[config.mk]
export PLATFORM = sky130hd
export DESIGN_NAME = alu_pipe
export DESIGN_NICKNAME = d
export VERILOG_FILES = /design/src/rtl/alu_pipe.sv
export SDC_FILE = /design/constraint.sdc
export NUM_CORES = 1
export LEC_CHECK = 0
export CAP_MARGIN = 0
export CORE_AREA = 2 2 174 134
export CTS_CLUSTER_SIZE = 12
export DETAILED_ROUTE_END_ITERATION = 6
export DIE_AREA = 0 0 176 136
export MAX_ROUTING_LAYER = met4
export PLACE_DENSITY = 0.67
export SETUP_SLACK_MARGIN = 0.1
export SLEW_MARGIN = 30
export SYNTH_ARGS = -nofsm -noshare
export SYNTH_HDL_FRONTEND = slang
export SYNTH_SLANG_ARGS = --single-unit
[constraint.sdc]
create_clock -name clk -period 13.1 [get_ports clk]
set_input_delay 2.62 -clock clk [delete_from_list [all_inputs] [get_ports clk]]
set_output_delay 2.62 -clock clk [all_outputs]
set_load 0.01 [all_outputs]
[src/rtl/alu_pipe.sv]
// alu_pipe: pipelined ALU with split operand capture and a 3-stage multiply.
// Define ALU_TIMEOUT_EN to make the WAIT_A/WAIT_B states time out.
module alu_pipe #(
  parameter int WIDTH   = 8,
  parameter int CWIDTH  = 4,
  parameter int TIMEOUT = 16
) (
  input  logic              clk,
  input  logic              rst,
  input  logic              ce,
  input  logic [1:0]        inp_valid,
  input  logic              mode,
  input  logic [CWIDTH-1:0] cmd,
  input  logic [WIDTH-1:0]  opa,
  input  logic [WIDTH-1:0]  opb,
  input  logic              cin,
  output logic [2*WIDTH-1:0] res,
  output logic              res_valid,
  output logic              busy,
  output logic              err,
  output logic              cout,
  output logic              oflow,
  output logic              g,
  output logic              l,
  output logic              e
);

  localparam int RW = 2 * WIDTH;
  localparam int SW = $clog2(WIDTH);
  localparam logic [WIDTH:0] ONE = (WIDTH + 1)'(1);
  localparam logic [RW-1:0] RONE = RW'(1);

  typedef enum logic [2:0] {
    S_IDLE,
    S_WAIT_A,
    S_WAIT_B,
    S_MUL1,
    S_MUL2
  } state_t;

  state_t state, state_n;

  logic [CWIDTH-1:0] l_cmd;
  logic              l_mode;
  logic              l_cin;
  logic [WIDTH-1:0]  l_a;
  logic [WIDTH-1:0]  l_b;
  logic [RW-1:0]     m_x;
  logic [RW-1:0]     m_y;
  logic [RW-1:0]     m_p;

  logic              idle;
  logic              waiting;
  logic              open;
  logic [CWIDTH-1:0] c_cmd;
  logic              c_mode;
  logic              c_cin;
  logic [WIDTH-1:0]  c_a;
  logic [WIDTH-1:0]  c_b;
  logic              na;
  logic              nb;
  logic              have_a;
  logic              have_b;
  logic              complete;
  logic              tmo;

  logic [WIDTH:0]    ea;
  logic [WIDTH:0]    eb;
  logic [WIDTH:0]    ecin;
  logic [WIDTH:0]    t;
  logic [WIDTH-1:0]  lo;
  logic [SW-1:0]     amt;
  logic              bhi;
  logic [RW-1:0]     r;
  logic              f_cout;
  logic              f_oflow;
  logic              f_g;
  logic              f_l;
  logic              f_e;
  logic              f_err;
  logic              f_mul;
  logic [RW-1:0]     mx;
  logic [RW-1:0]     my;

  assign idle    = (state == S_IDLE);
  assign waiting = (state == S_WAIT_A) || (state == S_WAIT_B);
  assign open    = idle || waiting;
  assign busy    = (state == S_MUL1) || (state == S_MUL2);

  // cmd/mode/cin come live only with the first operand; later cycles use the latch
  assign c_cmd  = idle ? cmd  : l_cmd;
  assign c_mode = idle ? mode : l_mode;
  assign c_cin  = idle ? cin  : l_cin;
  assign c_a    = inp_valid[0] ? opa : l_a;
  assign c_b    = inp_valid[1] ? opb : l_b;
  assign have_a = inp_valid[0] || (state == S_WAIT_B);
  assign have_b = inp_valid[1] || (state == S_WAIT_A);

  always_comb begin
    na = 1'b1;
    nb = 1'b1;
    if (c_mode) begin
      if (c_cmd == CWIDTH'(4) || c_cmd == CWIDTH'(5)) nb = 1'b0;
      if (c_cmd == CWIDTH'(6) || c_cmd == CWIDTH'(7)) na = 1'b0;
    end else begin
      if (c_cmd == CWIDTH'(6) || c_cmd == CWIDTH'(8) ||
          c_cmd == CWIDTH'(9)) nb = 1'b0;
      if (c_cmd == CWIDTH'(7) || c_cmd == CWIDTH'(10) ||
          c_cmd == CWIDTH'(11)) na = 1'b0;
    end
  end

  assign complete = open && (|inp_valid) &&
                    (!na || have_a) && (!nb || have_b);

  always_comb begin
    ea      = {1'b0, c_a};
    eb      = {1'b0, c_b};
    ecin    = {{WIDTH{1'b0}}, c_cin};
    t       = '0;
    lo      = '0;
    r       = '0;
    amt     = c_b[SW-1:0];
    bhi     = (c_b >> SW) != '0;
    f_cout  = 1'b0;
    f_oflow = 1'b0;
    f_g     = 1'b0;
    f_l     = 1'b0;
    f_e     = 1'b0;
    f_err   = 1'b0;
    f_mul   = 1'b0;
    mx      = '0;
    my      = '0;
    if (c_mode) begin
      case (int'(c_cmd))
        0: begin t = ea + eb; f_cout = t[WIDTH]; end
        1: begin t = ea - eb; f_oflow = t[WIDTH]; end
        2: begin t = ea + eb + ecin; f_cout = t[WIDTH]; end
        3: begin t = ea - eb - ecin; f_oflow = t[WIDTH]; end
        4: begin t = ea + ONE; f_cout = t[WIDTH]; end
        5: begin t = ea - ONE; f_oflow = t[WIDTH]; end
        6: begin t = eb + ONE; f_cout = t[WIDTH]; end
        7: begin t = eb - ONE; f_oflow = t[WIDTH]; end
        8: begin
          f_g = c_a > c_b;
          f_l = c_a < c_b;
          f_e = c_a == c_b;
        end
        9: begin
          f_mul = 1'b1;
          mx = RW'(c_a) + RONE;
          my = RW'(c_b) + RONE;
        end
        10: begin
          f_mul = 1'b1;
          mx = RW'({c_a[WIDTH-2:0], 1'b0});
          my = RW'(c_b);
        end
        default: f_err = 1'b1;
      endcase
      r = RW'(t);
    end else begin
      case (int'(c_cmd))
        0:  lo = c_a & c_b;
        1:  lo = ~(c_a & c_b);
        2:  lo = c_a | c_b;
        3:  lo = ~(c_a | c_b);
        4:  lo = c_a ^ c_b;
        5:  lo = ~(c_a ^ c_b);
        6:  lo = ~c_a;
        7:  lo = ~c_b;
        8:  lo = c_a >> 1;
        9:  lo = c_a << 1;
        10: lo = c_b >> 1;
        11: lo = c_b << 1;
        12: begin
          if (bhi) f_err = 1'b1;
          else lo = (c_a << amt) | (c_a >> (WIDTH - int'(amt)));
        end
        13: begin
          if (bhi) f_err = 1'b1;
          else lo = (c_a >> amt) | (c_a << (WIDTH - int'(amt)));
        end
        default: f_err = 1'b1;
      endcase
      r = RW'(lo);
    end
  end

  always_comb begin
    state_n = state;
    unique case (state)
      S_IDLE, S_WAIT_A, S_WAIT_B: begin
        if (complete) state_n = f_mul ? S_MUL1 : S_IDLE;
        else if (tmo) state_n = S_IDLE;
        else if (idle && (|inp_valid))
          state_n = (na && !have_a) ? S_WAIT_A : S_WAIT_B;
      end
      S_MUL1: state_n = S_MUL2;
      S_MUL2: state_n = S_IDLE;
      default: state_n = S_IDLE;
    endcase
  end

`ifdef ALU_TIMEOUT_EN
  localparam int TCW = $clog2(TIMEOUT + 1);
  logic [TCW-1:0] tcnt;

  assign tmo = waiting && !complete && (tcnt == TCW'(TIMEOUT - 1));

  // held at zero in IDLE so every WAIT entry starts a fresh count
  always_ff @(posedge clk or negedge rst) begin
    if (!rst) tcnt <= '0;
    else if (ce) begin
      if (waiting) tcnt <= tcnt + TCW'(1);
      else tcnt <= '0;
    end
  end
`else
  assign tmo = 1'b0;
`endif

  always_ff @(posedge clk or negedge rst) begin
    if (!rst) begin
      state     <= S_IDLE;
      l_cmd     <= '0;
      l_mode    <= 1'b0;
      l_cin     <= 1'b0;
      l_a       <= '0;
      l_b       <= '0;
      m_x       <= '0;
      m_y       <= '0;
      m_p       <= '0;
      res       <= '0;
      res_valid <= 1'b0;
      err       <= 1'b0;
      cout      <= 1'b0;
      oflow     <= 1'b0;
      g         <= 1'b0;
      l         <= 1'b0;
      e         <= 1'b0;
    end else if (ce) begin
      state     <= state_n;
      res       <= '0;
      res_valid <= 1'b0;
      err       <= 1'b0;
      cout      <= 1'b0;
      oflow     <= 1'b0;
      g         <= 1'b0;
      l         <= 1'b0;
      e         <= 1'b0;
      if (idle && (|inp_valid)) begin
        l_cmd  <= cmd;
        l_mode <= mode;
        l_cin  <= cin;
      end
      if (open && inp_valid[0]) l_a <= opa;
      if (open && inp_valid[1]) l_b <= opb;
      if (complete && f_mul) begin
        m_x <= mx;
        m_y <= my;
      end
      if (complete && !f_mul) begin
        res       <= r;
        res_valid <= 1'b1;
        err       <= f_err;
        cout      <= f_cout;
        oflow     <= f_oflow;
        g         <= f_g;
        l         <= f_l;
        e         <= f_e;
      end
      if (tmo) begin
        res_valid <= 1'b1;
        err       <= 1'b1;
      end
      if (state == S_MUL1) m_p <= m_x * m_y;
      if (state == S_MUL2) begin
        res       <= m_p;
        res_valid <= 1'b1;
      end
    end
  end

endmodule

# ---- After elaboration in Yosys (flattened, before gate mapping)
# Cells that the tools add are included.
dict set report totals {
  reg_bits 96
  latchBits 0
  ram_bits 0
  romBits 0
  in_bits 27
  output_inout_bits 24
  memories 0
}
dict set report op_classes {
  n_addsub 11
  multipliers 1
  n_div 0
  order_cmp 2
  eq_ne 19
  shift 4
  n_mux 51
  bitwise_logic 10
  reduce_logical 41
}
# cell count
set ops {}
lappend ops {{8-bit one-hot mux with 14 select lines} 1}
lappend ops {{9-bit one-hot mux with 8 select lines} 1}
lappend ops {{8-bit inverter} 5}
lappend ops {{8-bit by 1-bit adder with 9-bit output, second input constant} 4}
lappend ops {{9-bit one-hot mux with 2 select lines} 2}
lappend ops {{16-bit 2-to-1 mux} 2}
lappend ops {{8-bit 2-to-1 mux} 4}
lappend ops {{8-bit by 32-bit left shift with 8-bit output} 1}
lappend ops {{8-bit by 32-bit >> shifter with 8-bit output} 1}
lappend ops {{1-bit 2-to-1 mux} 29}
lappend ops {{9-bit 2-to-1 mux} 3}
lappend ops {{4-bit equality test, second input constant} 6}
lappend ops {{8-bit bitwise OR} 3}
lappend ops {{8-bit by 1-bit subtractor with 9-bit output, second input constant} 2}
lappend ops {{4-bit by 3-bit equality test with 1-bit output, second input constant} 4}
lappend ops {{16-bit by 16-bit multiplier with 16-bit output} 1}
lappend ops {{1-bit logical OR} 13}
lappend ops {{2-bit AND reduction} 6}
lappend ops {{12-bit OR reduction} 1}
lappend ops {{11-bit OR reduction} 1}
lappend ops {{8-bit by 8-bit adder with 9-bit output} 1}
lappend ops {{9-bit by 1-bit adder with 9-bit output} 1}
lappend ops {{1-bit logical AND} 9}
lappend ops {{8-bit by 8-bit subtractor with 9-bit output} 1}
lappend ops {{27 further kinds} 37}

# ---- Depth between registers and ports, before layout
dict set report logic_depth {
  ltp_word 14
  mapped_depth 22
  ltp_nobuf 21
}

# ---- Worst setup path before layout
# OpenSTA, ideal clock, no wires.
dict set report synth_path {
  kind {input -> register}
  from {input inp_valid[1]}
  to {register res[8]}
  setup_time_ns 0.142
  arrival_ns 6.010
  t_required_ns 12.958
  path_slack_ns 6.949
  cell_stages 15
  cell_sequence {buf_4 > mux2i_4 > inv_2 > buf_2 > buf_1 > ha_1 > fa_1 > a211oi_1 > o21ai_0 > a211oi_1 > nand4_1 > a21oi_1 > mux2i_1 > nor4_1 > a31oi_1}
}
dict set report synth_via {
  elab_chain_len 7
  word_cells_on_any_way 18
  cone_classes {add/sub (6); mux (5); reduce/logical (7)}
}
# element line_no
set synth_rtl {}
lappend synth_rtl {{start, declared} 11} ;# input logic [1:0] inp_valid,
lappend synth_rtl {{8-bit 2-to-1 mux / 2-bit OR reduction (equally long branches)} {95, 113}}
lappend synth_rtl {{8-bit by 8-bit subtractor with 9-bit output, or another cell as far along} {137, 139}}
lappend synth_rtl {{9-bit by 1-bit subtractor with 9-bit output, or another cell as far along} 139} ;# 3: begin t = ea - eb - ecin; f_oflow = t[WIDTH]; end
lappend synth_rtl {{9-bit one-hot mux with 8 select lines / 1-bit logical AND (equally long branches)} {135, 114}}
lappend synth_rtl {{9-bit 2-to-1 mux / 1-bit logical AND (equally long branches)} {134, 263}}
lappend synth_rtl {{16-bit 2-to-1 mux *} 263} ;# if (complete && !f_mul) begin
lappend synth_rtl {{16-bit 2-to-1 mux *} 278} ;# if (state == S_MUL2) begin
lappend synth_rtl {{end signal, assigned} 264} ;# res <= r;
lappend synth_rtl {{end signal, assigned} 279} ;# res <= m_p;
lappend synth_rtl {{end, declared} 17} ;# output logic [2*WIDTH-1:0] res,
# Mark *: on every way between the ends. The rest lies on a longest branch, timed or not.
# A chain may end at the register's enable or synchronous reset.

# ---- Worst setup path after layout
dict set report layout_path {
  from {input inp_valid[1]}
  to {register res[7]}
}
dict set report layout_via {
  elab_chain_len 9
  word_cells_on_any_way 36
  cone_classes {add/sub (7); shift (4); mux (8); bitwise (9); reduce/logical (8)}
}
# element line_no
set layout_rtl {}
lappend layout_rtl {{branches (longest 7 deep; another with 8-bit by 8-bit subtractor with 9-bit output)} --}
lappend layout_rtl {{16-bit 2-to-1 mux *} 263}
lappend layout_rtl {{16-bit 2-to-1 mux *} 278}
# Every way passes the cells marked *.

==> reports/metrics.yaml <==
p_sw_uw: 1120
crit_path_cell_trace: "clkdlybuf4s50_1 > buf_4 > mux2i_4 > inv_2 > ha_1 > fa_1 > a211oi_1 > o21ai_0 > a211oi_1 > nand3_1 > xnor2_1 > a2111oi_0 > o21ai_1"
dr.pass1.iters: 7
crit_start: "inp_valid[1]"
root_buffer: "clkbuf_16"
reg2reg_depth: 18
synth_compound_area_share_pct: 20.7
arrival_ns: 7.53
seq_area_frac_synth_pct: 18.7
switching_share_pct: 54.6
antenna_found_initial: 1
syn_inst: 1337
endpoint_kind: "flip-flop"
synthAdderAreaFrac_pct: 19.7
synth_xor_area_share_pct: 3.68
clkTransAtPathRegs_ns: 0.08
initial_core_util_pct: 48.9
grt_use_total_pct: 33.6
synth_nets: 1508
pwr_density_cell_nw_per_um2: 171
drv_slew: 0
timing.critical_path.buf_inv: 3
ant_nets: 0
grt_pass1_vias: 9554
r2r-start: "m_y[6]"
synthMuxAreaShare_pct: 9.22
violations: "design-rule violations"
grt.overflow.total: 0
hold_viol: 0
h-tree-depth: 3
dp_hpwl_um: 29600
vdd_drop_max_mv: 0.0880
final_cell_mix: "133 x nand2_1, 126 x inv_1, 97 x ha_1, 82 x dfrtp_1, 79 x nor2_1"
finalSetupViolations: 0
synth_top_family_by_area: "compound AO/OA/AOI/OAI gates"
nets: 1510
ys_ff_latch: 82
setup_slack_ns: 5.81
die_x_um: 176
ys_warn_count: 0
postSynthAreaPerCell_um2: 8.19
internal-power_uw: 928
fp.dieArea_um2: 23900
finalSetupTns_ns: 0
synth-edff-count: 0
vias: 10560
p_seq_share_pct: 19.2
hold_class: "flip-flop to flip-flop"
worstPathRequired_ns: 13.34
maxSlewHeadroom_pct: 35.7
timing.final.crit_period_ns: 7.29
ctsHoldBuffers: 0
clock_latency_ns: 0.37
rsz0062_at_grt: "false"
drive_gt1_share_pct: 9.00
max_cap_violations: 0
crit_top_cell: "a211oi_1"
io_pins: 51
grt_max_degree: 72
worst-path-max-fanout: 25
syn-cell-area_um2: 10900
clk_path_buf_depth: 2
power_leakage_uw: 0.00535
place_worst_setup_slack_ns: 5.38
first_iter_violations: 1515
r2r-end: "m_p[14]"
async_flop_share_pct: 100
cts_resized: 0
hold_path_end: "m_p[10]"
syn2layout_area_growth_pct: 9.24
wirelength_um: 38800
cp-start-kind: "input pin"
min_path_cells: 2
cpMaxStageDelayCell: "mux2i_4"
crit_family: "compound AO/OA/AOI/OAI gates"
power_uw: 2050
hp-start: "m_p[10]"
die_h_um: 136
fin_skew_ns: 0.0147
synth-simple-area-share_pct: 20.1
critPathMaxStageDelay_ns: 0.74
regToRegSetupSlack_ns: 7.79
max_slew.worst_pin.slew_ns: 0.938
clock-sinks: 82
cts_made_buffers: 9
max_freq_mhz: 137
finalCritPeriodShare_pct: 55.7
portBuffers: 50
critical_path_class: "input pin to flip-flop"
post-cts-setup-buffers: 0
grt_pass1_wl_um: 59200
yosysUniqueCellTypes: 89
place.gp.congestion: 1.02
pwr-share-comb_pct: 67.6
final_common_cell: "nand2_1"
status: "complete, but fails checks"
ys_dominant_reg_cell: "dfrtp_1"
routedWlPerCell_um: 23.6
p_clk_share_pct: 13.2
drcViolationCount: 14
core-area_um2: 22400
vias_per_cell: 6.42
cts_tree: "built"
rows: 48
-- worst max-delay path by stage --
stage | cells after the start | to
finish | 13 | res[7]
global route | 14 | cout
CTS | 12 | res[7]
detailed placement | 12 | res[7]
global placement | 13 | res[8]
floorplan | 15 | res[8]
-- Yosys cell counts (9+ instances only) --
cell	count	area, um2
nand2_1	134	503
inv_1	126	473
ha_1	97	1210
dfrtp_1	82	2050
nor2_1	79	297
o21ai_0	76	380
and2_1	66	413
a21oi_1	61	305
clkbuf_1	60	225
fa_1	47	941
nand3_1	45	225
mux2i_1	39	390
xnor2_1	33	289
mux2_2	32	360
nor3_1	26	130
buf_2	16	80.1
o22ai_1	16	100
a211oi_1	15	113
a22oi_1	13	97.6
o211ai_1	13	97.6
xor2_1	13	114
a221oi_1	12	105
a21o_1	11	82.6
o21ai_1	10	50.1
a221o_1	9	90.1
and3_1	9	56.3
nand4_1	9	56.3
o2bb2ai_1	9	78.8
-- through the flow --
step	instances	area (um2)	util (%)	hold WS (ns)
4_1_cts	1644	12000	53.4	0.488
6_report	1645	12000	53.4	0.485
2_1_floorplan	1337	10900	-	0.442
3_3_place_gp	1628	11700	52.0	0.459
3_5_place_dp	1628	11700	52.0	0.470
5_1_grt	1645	12000	53.4	0.511
-- cell type report --
cell class | count | area (um2)
well taps | 300 | 375
repair buffers | 76 | 692
clock buffers | 9 | 225
diodes | 1 | 2.50
inverters | 132 | 498
multi-input cells | 1038 | 8040
flip-flops and latches | 82 | 2050
fillers | 2088 | 10400
clock inverters | 7 | 72.6
-- power groups by stage --
stage                     combinational [uW]  clock, uW  sequential (uW)
after floorplan                          928          0              349
after global placement                  1340          0              395
after detailed placement                1310          0              395
after CTS                               1320        274              390
after global routing                    1450        284              402
final                                   1380        270              393
-- per-layer routing --
| metal | up-vias | part of all wire [%] | global-route usage [%] |
|---|---|---|---|
| li1 | 4759 | - | - |
| met1 | 5103 | 47 | 49.9 |
| met2 | 609 | 40 | 45.5 |
| met3 | 89 | 11 | 8.08 |
| met4 | 0 | 2.4 | 7.90 |
| met5 | - | 0 | - |
-- kinds of logic after synthesis --
group           after synthesis
compound gates              330
xor+xnor                     46
buf+inv                     217
simple gates                432
mux                          86
fa+ha+maj                   144
flops                        82
-- worst register-to-register path, stage by stage (launching register included) --
cell	delay (ns)
dfrtp_1	0.50
and2_1	0.24
fa_1	0.53
inv_1	0.05
fa_1	0.50
fa_1	0.53
inv_1	0.04
ha_1	0.33
fa_1	0.54
inv_1	0.06
fa_1	0.54
inv_1	0.05
ha_1	0.36
and2_1	0.18
o21ai_0	0.12
o21ai_0	0.14
o211ai_1	0.23
xor2_1	0.17
o21ai_0	0.08
-- registers in the layout, indices dropped and copies added (netlist names), 3 cells and up --
| signal | count |
|---|---|
| m_p | 16 |
| res | 16 |
| l_a | 8 |
| l_cmd | 4 |
| state | 3 |
| m_y | 9 |
| l_b | 8 |
| m_x | 9 |
No activity file was read; power rests on OpenSTA's default activity.
